### src/rtl/window_fetcher_if.sv
// Bundle of the window_fetcher handshake channels: frame start, address issue,
// memory return, pixel output and window position.
interface window_fetcher_if #(
   parameter int W_DATA        = 8,
   parameter int IMG_WIDTH     = 41,
   parameter int IMG_HEIGHT    = 50,
   parameter int PARALLEL_ROWS = 1
);
   localparam int W_ADDR = $clog2(IMG_WIDTH * IMG_HEIGHT);
   localparam int W_X    = $clog2(IMG_WIDTH);
   localparam int W_Y    = $clog2(IMG_HEIGHT);

   logic                              start_valid;
   logic                              start_ready;
   logic [W_X:0]                      start_img_w;
   logic [W_Y:0]                      start_img_h;
   logic [7:0]                        start_scale;
   logic                              addr_valid;
   logic                              addr_ready;
   logic [PARALLEL_ROWS*W_ADDR-1:0]   addr;
   logic                              din_valid;
   logic                              din_ready;
   logic [PARALLEL_ROWS*W_DATA-1:0]   din_data;
   logic                              dout_valid;
   logic                              dout_ready;
   logic [PARALLEL_ROWS*W_DATA-1:0]   dout_data;
   logic [1:0]                        dout_eot;
   logic                              window_pos_valid;
   logic                              window_pos_ready;
   logic                              window_pos_eot;
   logic [7:0]                        window_pos_scale;
   logic [W_X-1:0]                    window_pos_x;
   logic [W_Y-1:0]                    window_pos_y;
   logic                              done;
   logic                              busy;

   modport master (
      input  start_valid, start_img_w, start_img_h, start_scale,
      output start_ready,
      output addr_valid, addr,
      input  addr_ready,
      input  din_valid, din_data,
      output din_ready,
      output dout_valid, dout_data, dout_eot,
      input  dout_ready,
      output window_pos_valid, window_pos_eot, window_pos_scale, window_pos_x, window_pos_y,
      input  window_pos_ready,
      output done, busy
   );

   modport slave (
      output start_valid, start_img_w, start_img_h, start_scale,
      input  start_ready,
      input  addr_valid, addr,
      output addr_ready,
      output din_valid, din_data,
      input  din_ready,
      input  dout_valid, dout_data, dout_eot,
      output dout_ready,
      input  window_pos_valid, window_pos_eot, window_pos_scale, window_pos_x, window_pos_y,
      output window_pos_ready,
      input  done, busy
   );
endinterface

### src/rtl/window_fetcher.sv
// Sweeps a feature window over an image in memory, issuing PARALLEL_ROWS row
// addresses per beat under a credit limit and tagging the returned pixels.
module window_fetcher #(
   parameter int W_DATA          = 8,
   parameter int IMG_WIDTH       = 41,
   parameter int IMG_HEIGHT      = 50,
   parameter int FEATURE_WIDTH   = 24,
   parameter int FEATURE_HEIGHT  = 24,
   parameter int PARALLEL_ROWS   = 1,
   parameter int X_STEP          = 1,
   parameter int Y_STEP          = 1,
   parameter int MAX_OUTSTANDING = 4
) (
   input logic             clk,
   input logic             rst,
   window_fetcher_if.master bus
);
   localparam int W_ADDR   = $clog2(IMG_WIDTH * IMG_HEIGHT);
   localparam int W_X      = $clog2(IMG_WIDTH);
   localparam int W_Y      = $clog2(IMG_HEIGHT);
   localparam int N_GROUPS = FEATURE_HEIGHT / PARALLEL_ROWS;
   localparam int W_C      = (FEATURE_WIDTH > 1) ? $clog2(FEATURE_WIDTH) : 1;
   localparam int W_G      = (N_GROUPS > 1) ? $clog2(N_GROUPS) : 1;
   localparam int W_CR     = $clog2(MAX_OUTSTANDING + 1);

   localparam logic [1:0] IDLE    = 2'd0;
   localparam logic [1:0] WIN_POS = 2'd1;
   localparam logic [1:0] FETCH   = 2'd2;
   localparam logic [1:0] DRAIN   = 2'd3;

   logic [1:0]                      state;
   logic [W_X:0]                    img_w;
   logic [W_Y:0]                    img_h;
   logic [7:0]                      scale;
   logic [W_X-1:0]                  x0;
   logic [W_Y-1:0]                  y0;
   logic [W_C-1:0]                  c, c_n, c_r;
   logic [W_G-1:0]                  g, g_n, g_r;
   logic [W_CR-1:0]                 credit;
   logic [PARALLEL_ROWS*W_ADDR-1:0] addr_q;
   logic                            done_q;
   logic                            addr_hs, din_hs, fits_x, fits_y, last_win, last_beat;

   function automatic logic [PARALLEL_ROWS*W_ADDR-1:0] beat_addr(input int unsigned x,
                                                                 input int unsigned y);
      logic [PARALLEL_ROWS*W_ADDR-1:0] v;
      int unsigned a;
      v = '0;
      for (int unsigned r = 0; r < PARALLEL_ROWS; r++) begin
         a = (y + r) * IMG_WIDTH + x;
         v[r*W_ADDR +: W_ADDR] = a[W_ADDR-1:0];
      end
      return v;
   endfunction

   always_comb begin
      addr_hs   = bus.addr_valid & bus.addr_ready;
      din_hs    = bus.din_valid & bus.din_ready;
      fits_x    = (32'(x0) + X_STEP + FEATURE_WIDTH) <= 32'(img_w);
      fits_y    = (32'(y0) + Y_STEP + FEATURE_HEIGHT) <= 32'(img_h);
      last_win  = !fits_x && !fits_y;
      last_beat = (c == W_C'(FEATURE_WIDTH - 1)) && (g == W_G'(N_GROUPS - 1));
      if (c == W_C'(FEATURE_WIDTH - 1)) begin
         c_n = '0;
         g_n = g + W_G'(1);
      end else begin
         c_n = c + W_C'(1);
         g_n = g;
      end
   end

   always_ff @(posedge clk) begin
      if (rst) begin
         state  <= IDLE;
         img_w  <= '0;
         img_h  <= '0;
         scale  <= '0;
         x0     <= '0;
         y0     <= '0;
         c      <= '0;
         g      <= '0;
         addr_q <= '0;
         done_q <= 1'b0;
      end else begin
         done_q <= 1'b0;
         case (state)
            IDLE: if (bus.start_valid) begin
               img_w <= bus.start_img_w;
               img_h <= bus.start_img_h;
               scale <= bus.start_scale;
               x0    <= '0;
               y0    <= '0;
               if (32'(bus.start_img_w) < FEATURE_WIDTH || 32'(bus.start_img_h) < FEATURE_HEIGHT)
                  done_q <= 1'b1;
               else
                  state <= WIN_POS;
            end
            WIN_POS: if (bus.window_pos_ready) begin
               state  <= FETCH;
               c      <= '0;
               g      <= '0;
               addr_q <= beat_addr(32'(x0), 32'(y0));
            end
            FETCH: if (addr_hs) begin
               if (last_beat) begin
                  if (last_win) begin
                     state <= DRAIN;
                  end else begin
                     if (fits_x) begin
                        x0 <= x0 + W_X'(X_STEP);
                     end else begin
                        x0 <= '0;
                        y0 <= y0 + W_Y'(Y_STEP);
                     end
                     state <= WIN_POS;
                  end
               end else begin
                  // Address for the next beat is precomputed so addr stays a register.
                  c      <= c_n;
                  g      <= g_n;
                  addr_q <= beat_addr(32'(x0) + 32'(c_n), 32'(y0) + 32'(g_n) * PARALLEL_ROWS);
               end
            end
            DRAIN: if (credit == '0) begin
               done_q <= 1'b1;
               state  <= IDLE;
            end
            default: state <= IDLE;
         endcase
      end
   end

   // Credit and return tagging run independently of the issue FSM.
   always_ff @(posedge clk) begin
      if (rst) begin
         credit <= '0;
         c_r    <= '0;
         g_r    <= '0;
      end else begin
         if (addr_hs && !din_hs)
            credit <= credit + W_CR'(1);
         else if (din_hs && !addr_hs)
            credit <= credit - W_CR'(1);
         if (din_hs) begin
            if (c_r == W_C'(FEATURE_WIDTH - 1)) begin
               c_r <= '0;
               g_r <= (g_r == W_G'(N_GROUPS - 1)) ? '0 : g_r + W_G'(1);
            end else begin
               c_r <= c_r + W_C'(1);
            end
         end
      end
   end

   assign bus.start_ready      = (state == IDLE);
   assign bus.busy             = (state != IDLE);
   assign bus.addr_valid       = (state == FETCH) && (32'(credit) < MAX_OUTSTANDING);
   assign bus.addr             = addr_q;
   assign bus.window_pos_valid = (state == WIN_POS);
   assign bus.window_pos_eot   = last_win;
   assign bus.window_pos_scale = scale;
   assign bus.window_pos_x     = x0;
   assign bus.window_pos_y     = y0;
   assign bus.din_ready        = bus.dout_ready & (credit != '0);
   assign bus.dout_valid       = bus.din_valid & (credit != '0);
   assign bus.dout_data        = bus.din_data;
   assign bus.dout_eot[0]      = (c_r == W_C'(FEATURE_WIDTH - 1));
   assign bus.dout_eot[1]      = (c_r == W_C'(FEATURE_WIDTH - 1)) && (g_r == W_G'(N_GROUPS - 1));
   assign bus.done             = done_q;
endmodule

### src/flat_wrapper.sv
// flat-port wrapper written by rule: the top's interface ports become plain ports
module window_fetcher_flat 
#(
   parameter int W_DATA          = 8,
   parameter int IMG_WIDTH       = 41,
   parameter int IMG_HEIGHT      = 50,
   parameter int FEATURE_WIDTH   = 24,
   parameter int FEATURE_HEIGHT  = 24,
   parameter int PARALLEL_ROWS   = 1,
   parameter int X_STEP          = 1,
   parameter int Y_STEP          = 1,
   parameter int MAX_OUTSTANDING = 4
)
  (clk, rst, bus_start_valid, bus_start_img_w, bus_start_img_h, bus_start_scale, bus_start_ready, bus_addr_valid, bus_addr, bus_addr_ready, bus_din_valid, bus_din_data, bus_din_ready, bus_dout_valid, bus_dout_data, bus_dout_eot, bus_dout_ready, bus_window_pos_valid, bus_window_pos_eot, bus_window_pos_scale, bus_window_pos_x, bus_window_pos_y, bus_window_pos_ready, bus_done, bus_busy);
  window_fetcher_if #(.W_DATA(W_DATA), .IMG_WIDTH(IMG_WIDTH), .IMG_HEIGHT(IMG_HEIGHT), .PARALLEL_ROWS(PARALLEL_ROWS)) bus_i ();
  input logic clk;
  input logic rst;
  input wire logic [$bits(bus_i.start_valid)-1:0] bus_start_valid;
  input wire logic [$bits(bus_i.start_img_w)-1:0] bus_start_img_w;
  input wire logic [$bits(bus_i.start_img_h)-1:0] bus_start_img_h;
  input wire logic [$bits(bus_i.start_scale)-1:0] bus_start_scale;
  output wire logic [$bits(bus_i.start_ready)-1:0] bus_start_ready;
  output wire logic [$bits(bus_i.addr_valid)-1:0] bus_addr_valid;
  output wire logic [$bits(bus_i.addr)-1:0] bus_addr;
  input wire logic [$bits(bus_i.addr_ready)-1:0] bus_addr_ready;
  input wire logic [$bits(bus_i.din_valid)-1:0] bus_din_valid;
  input wire logic [$bits(bus_i.din_data)-1:0] bus_din_data;
  output wire logic [$bits(bus_i.din_ready)-1:0] bus_din_ready;
  output wire logic [$bits(bus_i.dout_valid)-1:0] bus_dout_valid;
  output wire logic [$bits(bus_i.dout_data)-1:0] bus_dout_data;
  output wire logic [$bits(bus_i.dout_eot)-1:0] bus_dout_eot;
  input wire logic [$bits(bus_i.dout_ready)-1:0] bus_dout_ready;
  output wire logic [$bits(bus_i.window_pos_valid)-1:0] bus_window_pos_valid;
  output wire logic [$bits(bus_i.window_pos_eot)-1:0] bus_window_pos_eot;
  output wire logic [$bits(bus_i.window_pos_scale)-1:0] bus_window_pos_scale;
  output wire logic [$bits(bus_i.window_pos_x)-1:0] bus_window_pos_x;
  output wire logic [$bits(bus_i.window_pos_y)-1:0] bus_window_pos_y;
  input wire logic [$bits(bus_i.window_pos_ready)-1:0] bus_window_pos_ready;
  output wire logic [$bits(bus_i.done)-1:0] bus_done;
  output wire logic [$bits(bus_i.busy)-1:0] bus_busy;
  assign bus_i.start_valid = bus_start_valid;
  assign bus_i.start_img_w = bus_start_img_w;
  assign bus_i.start_img_h = bus_start_img_h;
  assign bus_i.start_scale = bus_start_scale;
  assign bus_start_ready = bus_i.start_ready;
  assign bus_addr_valid = bus_i.addr_valid;
  assign bus_addr = bus_i.addr;
  assign bus_i.addr_ready = bus_addr_ready;
  assign bus_i.din_valid = bus_din_valid;
  assign bus_i.din_data = bus_din_data;
  assign bus_din_ready = bus_i.din_ready;
  assign bus_dout_valid = bus_i.dout_valid;
  assign bus_dout_data = bus_i.dout_data;
  assign bus_dout_eot = bus_i.dout_eot;
  assign bus_i.dout_ready = bus_dout_ready;
  assign bus_window_pos_valid = bus_i.window_pos_valid;
  assign bus_window_pos_eot = bus_i.window_pos_eot;
  assign bus_window_pos_scale = bus_i.window_pos_scale;
  assign bus_window_pos_x = bus_i.window_pos_x;
  assign bus_window_pos_y = bus_i.window_pos_y;
  assign bus_i.window_pos_ready = bus_window_pos_ready;
  assign bus_done = bus_i.done;
  assign bus_busy = bus_i.busy;
  window_fetcher #(.W_DATA(W_DATA), .IMG_WIDTH(IMG_WIDTH), .IMG_HEIGHT(IMG_HEIGHT), .FEATURE_WIDTH(FEATURE_WIDTH), .FEATURE_HEIGHT(FEATURE_HEIGHT), .PARALLEL_ROWS(PARALLEL_ROWS), .X_STEP(X_STEP), .Y_STEP(Y_STEP), .MAX_OUTSTANDING(MAX_OUTSTANDING)) u_core (.clk(clk), .rst(rst), .bus(bus_i));
endmodule
### config.mk
export PLATFORM = sky130hd
export DESIGN_NAME = window_fetcher_flat
export DESIGN_NICKNAME = d
export VERILOG_FILES = /design/src/rtl/window_fetcher_if.sv /design/src/rtl/window_fetcher.sv /design/src/flat_wrapper.sv
export SDC_FILE = /design/constraint.sdc
export NUM_CORES = 1
export LEC_CHECK = 0
export BUFFER_PORTS_ARGS = -buffer_cell sky130_fd_sc_hd__buf_4
export CORE_UTILIZATION = 45
export DETAILED_ROUTE_END_ITERATION = 10
export PLACE_DENSITY = 0.65
export REMOVE_ABC_BUFFERS = 1
export SYNTH_ARGS = -nofsm -noshare
export SYNTH_HDL_FRONTEND = slang
export SYNTH_SLANG_ARGS = --single-unit
### constraint.sdc
create_clock -name clk -period 10 [get_ports clk]
set_input_delay 2 -clock clk [delete_from_list [all_inputs] [get_ports clk]]
set_output_delay 2 -clock clk [all_outputs]
set_load 0.01 [all_outputs]
# ---- Yosys cells after proc, flatten, opt, wreduce, memory -nomap -nowiden
# Cells that the tools add are included.
dict set report op_classes {
  n_addsub 16
  n_mul 2
  magnitude_cmp 5
  eq_ne 16
  n_mux 40
  n_bitwise 4
  reduce_logical 24
}
# cell count
set ops {}
lappend ops {{adder 32 x 5 -> 32 bit (second input constant)} 2}
lappend ops {{less-or-equal comparator 32 x 7 -> 1 bit} 2}
lappend ops {{2-to-1 mux 6 bit} 9}
lappend ops {{2-to-1 mux 5 bit} 9}
lappend ops {{2-to-1 mux 12 bit} 3}
lappend ops {{multiplier 32 x 6 -> 12 bit (second input constant)} 1}
lappend ops {{case mux 12 bit (2 select lines)} 1}
lappend ops {{case mux 6 bit (2 select lines)} 2}
lappend ops {{adder 5 x 1 -> 5 bit (second input constant)} 4}
lappend ops {{== test 5 bit (second input constant)} 4}
lappend ops {{case mux 5 bit (2 select lines)} 2}
lappend ops {{adder 6 x 1 -> 7 bit (second input constant)} 2}
lappend ops {{adder 6 x 5 -> 7 bit} 2}
lappend ops {{< comparator 7 x 5 -> 1 bit (second input constant)} 2}
lappend ops {{2-to-1 mux 2 bit} 7}
lappend ops {{adder 12 bit} 1}
lappend ops {{adder 12 x 6 -> 12 bit} 1}
lappend ops {{adder 6 x 1 -> 6 bit (second input constant)} 2}
lappend ops {{multiplier 6 x 6 -> 12 bit (second input constant)} 1}
lappend ops {{AND reduction 6 bit} 2}
lappend ops {{!= test 2 bit (second input constant)} 5}
lappend ops {{!= test 2 x 1 -> 1 bit (second input constant)} 4}
lappend ops {{case mux 2 bit (4 select lines)} 1}
lappend ops {{nonzero test 2 bit} 4}
lappend ops {{18 further kinds} 34}
dict set report word_totals {
  register_bits 72
  out_inout_bits 50
  elab_cells 120
}

# ---- Logic depth before layout (Yosys ltp)
# Gate-level depths: netlist of run 1.
dict set report depth {
  depth_word 9
  mapped_depth 25
  ltp_nobuf 25
}

# ---- Least setup slack after synthesis of run 1
# No wires, ideal clock.
dict set report synth_timing {
  path_type {reg-to-reg}
  startpoint {register u_core.c[0]}
  endpoint {register u_core.addr_q[11] (netlist: u_core.bus.addr[11])}
  t_arrival_ps 4970
  t_required_ps 9884
  setup_slack_ps 4913
  path_stages_with_launch 25
  n_path_buf 0
  path_cell_list {dfxtp_1 > ha_1 > nand2_1 > nor3b_2 > nand2_1 > nand2_1 > inv_1 > fa_1 > nor2b_1 > o21ai_0 > a21boi_0 > o21ai_1 > fa_1 > inv_1 > ha_1 > inv_1 > fa_1 > inv_1 > ha_1 > inv_1 > o22ai_1 > o41ai_1 > o21ai_0 > xnor2_1 > o211a_1}
}
dict set report synth_between {
  elab_chain_cells 8
  elab_cells_between_ends 14
  classes_between {4 x add/sub; 1 x mul; 2 x eq/ne; 5 x mux; 2 x reduce/logical}
}
# element line
set synth_lines {}
lappend synth_lines {{start, declared} window_fetcher.sv:37} ;# logic [W_C-1:0] c, c_n, c_r;
lappend synth_lines {{start signal, assigned} window_fetcher.sv:119} ;# c <= c_n;
lappend synth_lines {{== test 5 bit} {window_fetcher.sv:62, window_fetcher.sv:63}}
lappend synth_lines {{2-to-1 mux 5 bit} window_fetcher.sv:63} ;# if (c == W_C'(FEATURE_WIDTH - 1)) begin
lappend synth_lines {{adder 6 x 5 -> 7 bit} window_fetcher.sv:121} ;# addr_q <= beat_addr(32'(x0) + 32'(c_n), 32'(y0) + 32'(g_n) * PARALLEL_ROWS);
lappend synth_lines {{multiplier 32 x 6 -> 12 bit} window_fetcher.sv:50} ;# a = (y + r) * IMG_WIDTH + x;
lappend synth_lines {{adder 12 bit} window_fetcher.sv:50}
lappend synth_lines {{2-to-1 mux 12 bit} window_fetcher.sv:105} ;# if (last_beat) begin
lappend synth_lines {{2-to-1 mux 12 bit} window_fetcher.sv:104} ;# FETCH: if (addr_hs) begin
lappend synth_lines {{case mux 12 bit (2 select lines)} window_fetcher.sv:86} ;# case (state)
lappend synth_lines {{end signal, assigned} window_fetcher.sv:102} ;# addr_q <= beat_addr(32'(x0), 32'(y0));
lappend synth_lines {{end signal, assigned} window_fetcher.sv:121}
lappend synth_lines {{end, declared} window_fetcher.sv:40} ;# logic [PARALLEL_ROWS*W_ADDR-1:0] addr_q;
# Several ways; a longest one is shown, not always the timed one. The select of a mux whose other input is x is not followed.
# A chain may end at the register's enable or synchronous reset.

# ---- Worst setup path after layout of run 1
# Same ends and word-level chain as after synthesis.

==> results of run 1 <==
==> layout by cell type, fill, tap and decap left out, types with 4 or more instances in the layout <==
cell type | synthesis | routed
a211o_1 | 4 | 4
a211oi_1 | 12 | 12
a21o_1 | 13 | 13
a21oi_1 | 72 | 72
and2_1 | 6 | 6
and3_1 | 5 | 5
buf_4 | 11 | 72
clkbuf_16 | 0 | 9
dfxtp_1 | 72 | 72
fa_1 | 10 | 10
ha_1 | 112 | 112
inv_1 | 49 | 49
mux2i_1 | 8 | 8
nand2_1 | 91 | 91
nand2b_1 | 8 | 8
nand3_1 | 22 | 22
nand4_1 | 9 | 9
nor2_1 | 46 | 46
nor2b_1 | 7 | 7
nor3_1 | 13 | 13
o211ai_1 | 4 | 4
o21a_1 | 4 | 4
o21ai_0 | 25 | 25
o21bai_1 | 5 | 5
o22ai_1 | 5 | 5
or3_1 | 6 | 6
xnor2_1 | 26 | 26
xor2_1 | 14 | 14
==> per-stage QoR <==
stage | instance area, sq um | instances | power, mW | setup WS, ns
after global placement | 6644 | 941 | 0.7059 | 4.581
after detailed placement | 6644 | 941 | 0.7161 | 4.353
after global routing | 6939 | 956 | 1.098 | 3.752
final | 6939 | 956 | 1.032 | 4.324
after floorplan | 5888 | 697 | 0.5780 | 4.893
after CTS | 6939 | 956 | 1.047 | 4.320
==> state kept, by name, summed over array words and instances (netlist names) <==
register,flops
u_core.bus.done,1
u_core.bus.window_pos_scale,8
u_core.g,5
u_core.credit,3
u_core.c,5
u_core.bus.window_pos_x,6
u_core.c_r,5
u_core.img_w,7
u_core.bus.addr,12
u_core.state,2
u_core.img_h,7
u_core.bus.window_pos_y,6
u_core.g_r,5
==> final cells by class <==
type | instances | share of cell area, %
Clock buffer | 10 | 3.444
Clock inverter | 5 | 0.8114
Inverter | 50 | 2.705
Multi-Input combinational cell | 575 | 61.38
Sequential cell | 72 | 20.77
Tap cell | 172 | 3.101
Timing Repair Buffer | 72 | 7.789
==> routing by layer <==
metal  vias up  wire length (microns)
li1       2671                      -
met1      2438                   6371
met2       103                   6747
met3        16                    586
met4         0                    210
met5         -                      0
==> worst paths after layout <==
path | startpoint | to | slack, ns | cells past startpoint
min reg2reg | u_core.img_h[6]$_SDFFE_PP0P_ | u_core.img_h[6]$_SDFFE_PP0P_ | 0.46 | 2
max | u_core.c[0]$_SDFFE_PP0P_ | u_core.bus.addr[11]$_SDFFE_PP0P_ | 4.32 | 24
max reg2reg | u_core.c[0]$_SDFFE_PP0P_ | u_core.bus.addr[11]$_SDFFE_PP0P_ | 4.32 | 24
min | u_core.img_h[6]$_SDFFE_PP0P_ | u_core.img_h[6]$_SDFFE_PP0P_ | 0.46 | 2
==> kinds of logic (layout without fill, tap and decap cells) <==
group                    count (synthesis)  in the layout  synth area share, %
buffers and inverters                   82            137                5.790
multiplexers                             9              9                1.510
AND/OR/NAND/NOR                        233            233                18.42
flip-flops                              72             72                23.82
XOR/XNOR                                40             40                5.790
adder cells (fa/ha/maj)                122            122                26.47
AO/OA/AOI/OAI                          171            171                18.20
==> power breakdown <==
part / switching [mW] / total, mW / internal, mW
registers: 0.0258 / 0.355 / 0.329
clock network: 0.129 / 0.327 / 0.198
logic: 0.205 / 0.350 / 0.145
==> worst min-delay path: cells and delay by family (launching register included) <==
kind,cells,cell delay [ns]
AO/OA/AOI/OAI,1,0.05
flip-flops,1,0.31
AND/OR/NAND/NOR,1,0.05
==> results.py, run 1 <==
metrics = {
    "outcome": {
        "outcome": "finished, final reports clean",
    },
    "floorplan": {
        "die_h_microns": 118.0,
        "start_util_pct": 46.99,
        "io_pins": 87,
        "rows": 41,
        "dieArea_sq_um": 13910,
        "core_area_sq_um": 12880,
        "die_w_microns": 118.0,
    },
    "sta": {
        "setup_viol": 0,
        "rsz0062_at_grt": "false",
        "slew_viol_final": 0,
        "finalCriticalPeriod_ns": 5.676,
        "timing.fmax_mhz": 176.2,
        "worstMarginPinSlew_ns": 0.7372,
        "fin_tns_setup_ns": 0,
        "fin_crit_sh_pct": 56.76,
        "slew_headroom_pct": 50.85,
        "final_hold_viol_count": 0,
        "finClkSkew_ns": 0.006390,
        "whs_ns": 0.4552,
    },
    "cts": {
        "cts_setup_buffers": 0,
        "cts_buffer_depth": 2,
        "clkSlewWorstSetupHoldPaths_ns": 0.06,
        "cts-buffers-inserted": 9,
        "clkLatencyLatePin_ns": 0.35,
        "tritoncts": "done",
        "htreeDepth": 3,
        "ctsResizeCount": 0,
        "cts_hold_buf": 0,
        "cts_sinks": 72,
        "cts.root.buffer_cell": "clkbuf_16",
    },
    "yosys": {
        "ys_seq_elements": 72,
        "ys_warn_count": 0,
        "syn-cell-area_sq_um": 6051,
        "syn_area_per_cell_sq_um": 8.300,
        "ys_top_cells_by_count": "ha_1, nand2_1, a21oi_1, dfxtp_1, inv_1",
        "synthArstFlopShare_pct": 0,
        "yosys.area.top_type": "dfxtp_1",
        "yosysTopAreaCellShare_pct": 23.82,
        "netlist_instances": 729,
        "ys.flop_type": "dfxtp_1",
        "synth_edf_count": 0,
        "synthTopCellsByArea": "dfxtp_1, ha_1, a21oi_1, nand2_1, xnor2_1",
        "yosysSeqAreaShare_pct": 23.82,
        "synth_cell_type_count": 65,
        "yosys.cell_count.top_type": "ha_1",
    },
    "worst_setup_path": {
        "cp_top_family": "adder cells",
        "critPathBufInv": 5,
        "path_max_fanout": 7,
        "critical_path_class": "flop to flop",
        "crit_chain": "ha_1 -> nand2_1 -> nor3b_2 -> nand2_1 -> nand2_1 -> inv_1 -> fa_1 -> nor2b_1 -> o21ai_0 -> a21boi_0 -> o21ai_1 -> fa_1 -> inv_1 -> ha_1 -> inv_1 -> fa_1 -> inv_1 -> ha_1 -> inv_1 -> o22ai_1 -> o41ai_1 -> o21ai_0 -> xnor2_1 -> o211a_1",
        "cpMaxStageDelayCell": "fa_1",
        "cp.arrival_ns": 5.91,
        "critPathMostFrequentCell": "inv_1",
        "crit_path_end_kind": "flop",
        "critPathMaxStageDelay_ns": 0.59,
        "crit_required_ns": 10.24,
        "worst_setup_path_start_kind": "flop",
    },
    "power": {
        "power.density_nw_per_um2": 148.8,
        "power_leakage_nw": 3.434,
        "ir_drop_uv": 130.4,
    },
    "place": {
        "hpwlAfterDp_mm": 10.78,
        "gp_congestion": 0.8878,
        "numPortBuffers": 70,
    },
    "layout": {
        "drive_above_1_share_pct": 13.14,
        "nets": 939,
        "num_antenna_cells": 0,
        "regArea_sq_um": 1441,
        "post-route-util_pct": 53.89,
        "multi_input_area_sq_um": 4259,
        "syn2layout_area_growth_pct": 14.68,
        "fillCellCount": 1245,
    },
    "grt": {
        "met2_usage_pct": 35.63,
        "grt-ovfl-total": 0,
        "grtUsageMet3_pct": 4.797,
        "grtUsageMet1_pct": 25.34,
        "grt_first_pass_wirelength_mm": 23.23,
        "antenna_found_initial": 0,
        "track_usage_pct": 20.75,
        "top_usage_layer": "met2",
        "grt_max_degree": 70,
        "grt_pass1_vias": 5065,
    },
    "routing": {
        "wirelength_mm": 13.91,
        "ant_nets": 0,
        "num_vias": 5228,
        "viasPerCell": 5.469,
        "drtIter0Drc": 188,
        "wl_per_cell_microns": 14.55,
        "drc": 0,
        "dr.pass1.iters": 5,
    },
    "run": {
        "max-cap-violations": 0,
    },
    "hold_path": {
        "hp-class": "flop to flop",
    },
}
(Power assumes the default switching activity.)
==> inputs of run 2 (changes only) <==
--- a/config.mk
+++ b/config.mk
@@ -5,6 +5,7 @@
 export SDC_FILE = /design/constraint.sdc
 export NUM_CORES = 1
 export LEC_CHECK = 0
+export ABC_AREA = 1
 export BUFFER_PORTS_ARGS = -buffer_cell sky130_fd_sc_hd__buf_4
 export CORE_UTILIZATION = 45
 export DETAILED_ROUTE_END_ITERATION = 10
==> constraint.sdc (replaced) <==
create_clock -name clk -period 5.68 [get_ports clk]
set_input_delay 1.136 -clock clk [delete_from_list [all_inputs] [get_ports clk]]
set_output_delay 1.136 -clock clk [all_outputs]
set_load 0.01 [all_outputs]
==> run 2 against run 1 <==
Compared with the run above: wire length decreased by 0.64%; setup slack lost 3.9 ns; global-route usage is 0.16 points lower; critical path type unchanged.
==> results.py, run 2 <==
metrics = {
    "worst_setup_path": {
        "path_max_fanout": 7,
        "critical_path_class": "flop to flop",
        "critPathMostFrequentCell": "inv_1",
        "cpMaxStageDelayCell": "fa_1",
        "worst_setup_path_start_kind": "flop",
        "crit_path_end_kind": "flop",
        "crit_required_ns": 5.93,
        "critPathBufInv": 7,
        "critPathMaxStageDelay_ns": 0.53,
        "cp.arrival_ns": 5.45,
        "cp_top_family": "adder cells",
    },
    "sta": {
        "fin_tns_setup_ns": 0,
        "slew_viol_final": 0,
        "worstMarginPinSlew_ns": 0.9524,
        "fin_crit_sh_pct": 91.67,
        "timing.fmax_mhz": 192.1,
        "rsz0062_at_grt": "false",
        "final_hold_viol_count": 0,
        "finalCriticalPeriod_ns": 5.207,
        "setup_viol": 0,
        "finClkSkew_ns": 0.003175,
        "slew_headroom_pct": 36.36,
    },
    "grt": {
        "grt_pass1_vias": 4999,
        "grt_max_degree": 56,
        "track_usage_pct": 20.58,
        "grt_first_pass_wirelength_mm": 23.48,
        "grt-ovfl-total": 0,
        "antenna_found_initial": 0,
    },
    "routing": {
        "drtIter0Drc": 202,
        "ant_nets": 0,
        "drc": 0,
        "viasPerCell": 5.056,
        "num_vias": 5430,
        "dr.pass1.iters": 5,
        "wirelength_mm": 13.83,
        "wl_per_cell_microns": 12.87,
    },
    "yosys": {
        "yosys.cell_count.top_type": "nand2_1",
        "yosys.area.top_type": "dfxtp_1",
        "yosysSeqAreaShare_pct": 23.19,
        "ys_seq_elements": 72,
        "synth_cell_type_count": 47,
        "synthTopCellsByArea": "dfxtp_1, ha_1, nand2_1, inv_1, a21oi_1",
        "ys_warn_count": 0,
        "yosysTopAreaCellShare_pct": 23.19,
        "syn-cell-area_sq_um": 6216,
        "netlist_instances": 836,
        "syn_area_per_cell_sq_um": 7.435,
        "synth_edf_count": 0,
        "synthArstFlopShare_pct": 0,
        "ys_top_cells_by_count": "nand2_1, inv_1, ha_1, dfxtp_1, nor2_1",
        "ys.flop_type": "dfxtp_1",
    },
    "layout": {
        "post-route-util_pct": 53.64,
        "layout_commonest_cell": "nand2_1",
        "num_antenna_cells": 0,
        "drive_above_1_share_pct": 14.25,
        "largest_register_ff_count": 12,
        "final_cell_mix": "nand2_1, inv_1, ha_1, buf_4, dfxtp_1",
        "fillCellCount": 1325,
        "syn2layout_area_growth_pct": 15.18,
        "nets": 1052,
        "postLayoutCellArea_sq_um": 7159,
    },
    "power": {
        "sequentialPowerShare_pct": 25.6,
        "p_comb_share_pct": 53.5,
        "p_sw_share_pct": 44.52,
        "power_leakage_nw": 3.750,
        "intPower_mw": 1.574,
        "p_clk_share_pct": 20.9,
        "ir_drop_uv": 288.5,
        "p_total_mw": 2.837,
        "power.density_nw_per_um2": 396.3,
        "p_switching_mw": 1.263,
    },
    "place": {
        "numPortBuffers": 70,
        "hpwlAfterDp_mm": 10.53,
        "gp_congestion": 0.8493,
        "placed_area_sq_um": 6839,
    },
    "hold_path": {
        "hp-class": "flop to flop",
    },
    "floorplan": {
        "io_pins": 87,
        "rows": 42,
        "dieArea_sq_um": 14290,
        "start_util_pct": 46.57,
        "die_h_microns": 119.5,
        "die_w_microns": 119.5,
        "core_area_sq_um": 13350,
    },
    "run": {
        "max-cap-violations": 0,
    },
    "cts": {
        "htreeDepth": 3,
        "cts-buffers-inserted": 9,
        "cts.root.buffer_cell": "clkbuf_16",
        "tritoncts": "done",
        "cts_buffer_depth": 2,
        "clkSlewWorstSetupHoldPaths_ns": 0.06,
        "cts_sinks": 72,
        "cts_hold_buf": 0,
        "clkLatencyLatePin_ns": 0.34,
    },
    "outcome": {
        "outcome": "finished, final reports clean",
    },
}
-- run 2: what timing repair did --
item                       4_1_cts  5_1_grt
setup endpoints to repair        0        1
resized for setup                0        1
setup buffers                    0        1
-- run 2: routing by layer --
| metal | GRT usage (%) | wire [microns] | vias to the layer above | part of all wire, % |
|---|---|---|---|---|
| li1 | - | - | 2881 | - |
| met1 | 27.55 | 6912 | 2456 | 50 |
| met2 | 33.67 | 6332 | 81 | 46 |
| met3 | 3.422 | 417 | 12 | 3.0 |
| met4 | 6.563 | 163 | 0 | 1.2 |
| met5 | 0 | 0 | - | 0 |
-- run 2: worst paths after layout --
path / slack (ns) / cells after the start / start / endpoint
worst max register to register: 0.47 / 28 / u_core.c[0]$_SDFFE_PP0P_ / u_core.bus.addr[10]$_SDFFE_PP0P_
worst min register to register: 0.46 / 2 / u_core.img_w[4]$_SDFFE_PP0P_ / u_core.img_w[4]$_SDFFE_PP0P_
worst max-delay path: 0.47 / 28 / u_core.c[0]$_SDFFE_PP0P_ / u_core.bus.addr[10]$_SDFFE_PP0P_
worst min-delay path: 0.46 / 2 / u_core.img_w[4]$_SDFFE_PP0P_ / u_core.img_w[4]$_SDFFE_PP0P_
-- run 2: tightest hold or removal path, cell delays in order, from the launching register on --
cell and delay (ns):
dfxtp_1 0.29, inv_1 0.06, a21oi_1 0.05
-- run 2: power groups by stage --
| stage | Combinational (mW) | Sequential (mW) | Clock, mW |
|---|---|---|---|
| finish | 1.52 | 0.725 | 0.593 |
| CTS | 1.54 | 0.728 | 0.604 |
| global route | 1.74 | 0.741 | 0.622 |
| floorplan | 1.04 | 0.745 | 0 |
| global placement | 1.52 | 0.736 | 0 |
| detailed placement | 1.53 | 0.737 | 0 |
-- run 2: cells by family after synthesis --
logic type	synth area share, %
multiplexers	0.1610
AO/OA/AOI/OAI	14.31
AND/OR/NAND/NOR	22.30
buffers and inverters	9.944
flip-flops	23.19
adder cells (fa/ha/maj)	25.76
XOR/XNOR	4.328
-- run 2: cell type report --
cell class / count / area, sq um / share of cell area (%)
multi-input combinational: 611 / 4163 / 58.14
tap: 176 / 220.2 / 3.076
timing repair buffer: 75 / 563.0 / 7.864
sequential: 72 / 1441 / 20.13
inverter: 124 / 465.4 / 6.501
clock inverter: 6 / 67.56 / 0.9437
clock buffer: 10 / 239.0 / 3.338
-- run 2: per-stage QoR --
stage                     hold WS (ns)  worst slack (ns)  instances
after global placement          0.4456            0.6067       1057
after global routing            0.4845          0.004043       1074
after CTS                       0.4638            0.4549       1073
after floorplan                 0.4353            0.8331        807
final                           0.4558            0.4732       1074
after detailed placement        0.4554            0.4758       1057
==> inputs of run 3 (changes only) <==
--- a/config.mk
+++ b/config.mk
@@ -5,7 +5,6 @@
 export SDC_FILE = /design/constraint.sdc
 export NUM_CORES = 1
 export LEC_CHECK = 0
-export ABC_AREA = 1
 export BUFFER_PORTS_ARGS = -buffer_cell sky130_fd_sc_hd__buf_4
 export CORE_UTILIZATION = 45
 export DETAILED_ROUTE_END_ITERATION = 10
==> run 3 against run 2 <==
Compared with the run above: core utilization grew 1.4 points; power shrank 32%; cell count shrank 10%; die area shrank 2.6%; global-route usage grew 0.83 points; critical path depth shrank 5; critical endpoint is now u_core.bus.addr[11]$_SDFFE_PP0P_; setup slack lost 0.20 ns.
==> results.py, run 3 (synthesized netlist as in run 1, its figures left out) <==
metrics = {
    "floorplan": {
        "dieArea_sq_um": 13910,
        "core_area_sq_um": 12880,
        "die_w_microns": 118.0,
        "rows": 41,
        "die_h_microns": 118.0,
        "start_util_pct": 46.99,
        "io_pins": 87,
    },
    "routing": {
        "wirelength_mm": 14.47,
        "wl_per_cell_microns": 15.02,
        "drtIter0Drc": 214,
        "ant_nets": 0,
        "dr_wl_met3_microns": 532,
        "drc": 0,
        "dr.pass1.iters": 4,
        "wl_met1_mm": 6.674,
        "highest_layer": "met4",
        "detailroute.wirelength.met2_mm": 7.030,
        "num_vias": 5291,
        "viasPerCell": 5.494,
    },
    "power": {
        "power_leakage_nw": 3.519,
        "ir_drop_uv": 228.0,
        "p_total_mw": 1.919,
        "power.density_nw_per_um2": 270.8,
    },
    "grt": {
        "grt_pass1_vias": 5121,
        "grt_first_pass_wirelength_mm": 24.12,
        "antenna_found_initial": 0,
        "grt-ovfl-total": 0,
        "grt_max_degree": 70,
        "track_usage_pct": 21.42,
    },
    "cts": {
        "tritoncts": "done",
        "cts_sinks": 72,
        "clkLatencyLatePin_ns": 0.35,
        "cts_buffer_depth": 2,
        "cts-buffers-inserted": 9,
        "cts_hold_buf": 0,
        "htreeDepth": 3,
        "cts.root.buffer_cell": "clkbuf_16",
        "clkSlewWorstSetupHoldPaths_ns": 0.06,
    },
    "layout": {
        "final_cell_mix": "ha_1, nand2_1, buf_4, dfxtp_1, a21oi_1",
        "syn2layout_area_growth_pct": 17.12,
        "layout_commonest_cell": "ha_1",
        "largest_register_ff_count": 12,
        "nets": 945,
        "num_antenna_cells": 0,
        "drive_above_1_share_pct": 14.66,
    },
    "worst_setup_path": {
        "cp.arrival_ns": 5.66,
        "crit_chain": "ha_4 -> nand2_1 -> nor3b_4 -> nand2_1 -> xnor2_1 -> ha_1 -> a21oi_2 -> xnor2_2 -> ha_1 -> inv_1 -> fa_1 -> inv_1 -> ha_1 -> inv_1 -> fa_1 -> inv_1 -> ha_1 -> inv_1 -> o22ai_1 -> o41ai_2 -> o21ai_1 -> xnor2_1 -> o211a_1",
        "critPathMaxStageDelay_ns": 0.54,
        "worst_setup_path_start_kind": "flop",
        "critPathMostFrequentCell": "inv_1",
        "critical_path_class": "flop to flop",
        "crit_required_ns": 5.93,
        "cpMaxStageDelayCell": "fa_1",
        "path_max_fanout": 5,
        "crit_path_end_kind": "flop",
    },
    "hold_path": {
        "hp-class": "flop to flop",
    },
    "place": {
        "numPortBuffers": 70,
        "hpwlAfterDp_mm": 11.16,
        "post-place-ws_ns": 0.09192,
        "gp_congestion": 0.8809,
    },
    "sta": {
        "rsz0062_at_grt": "false",
        "finClkSkew_ns": 0.01047,
        "fin_tns_setup_ns": 0,
        "slew_viol_final": 0,
        "finalCriticalPeriod_ns": 5.406,
        "slew_headroom_pct": 36.75,
        "timing.fmax_mhz": 185.0,
        "fin_crit_sh_pct": 95.17,
        "setup_viol": 0,
        "setup_ws_ns": 0.2743,
        "worstMarginPinSlew_ns": 0.9487,
        "final_hold_viol_count": 0,
    },
    "outcome": {
        "outcome": "finished, final reports clean",
    },
    "run": {
        "max-cap-violations": 0,
    },
}
==> run 3: through the flow <==
step	area [sq um]	hold slack, ns	util [%]	cells
global route	7087	0.4694	55.04	963
global placement	6689	0.4452	51.95	947
detailed placement	6689	0.4487	51.95	947
floorplan	5888	0.4303	-	697
CTS	7036	0.4565	54.64	963
finish	7087	0.4546	55.04	963
==> run 3: where the power goes <==
part / switching (mW) / internal [mW] / leakage [nW]
clock: 0.232 / 0.441 / 0.170
sequential: 0.0452 / 0.579 / 0.585
combinational: 0.366 / 0.256 / 2.76
total: 0.643 / 1.28 / 3.52
==> run 3: layout make-up <==
type	count	area, sq um
Sequential cell	72	1441
Timing Repair Buffer	78	585.6
Fill cell	1200	5789
Tap cell	172	215.2
Inverter	50	187.7
Clock inverter	5	103.9
Clock buffer	11	242.7
Multi-Input combinational cell	575	4310
==> run 3: critical path: cells and delay by family (launching register included) <==
family	cells	cell delay, ns
compound gates	5	1.16
fa+ha+maj	7	2.45
buf+inv	5	0.29
xor+xnor	3	0.42
simple gates	3	0.56
flops	1	0.41
==> run 3: timing repair <==
item	CTS	global route
setup buffers	0	0
setup endpoints to repair	0	2
gates resized for setup	0	11
==> run 3: layer usage <==
layer / vias up / track usage [%]
met5: - / 0
met4: 0 / 7.051
met3: 21 / 4.797
met2: 118 / 36.73
met1: 2469 / 26.32
li1: 2683 / -
==> run 3: path summary, 6_finish.rpt <==
kind                                                    from  cells after the start  slack, ns                               end
worst min register to register  u_core.img_h[2]$_SDFFE_PP0P_                      2       0.45      u_core.img_h[2]$_SDFFE_PP0P_
worst max register to register      u_core.c[0]$_SDFFE_PP0P_                     23       0.27  u_core.bus.addr[11]$_SDFFE_PP0P_
worst min-delay path            u_core.img_h[2]$_SDFFE_PP0P_                      2       0.45      u_core.img_h[2]$_SDFFE_PP0P_
worst max-delay path                u_core.c[0]$_SDFFE_PP0P_                     23       0.27  u_core.bus.addr[11]$_SDFFE_PP0P_
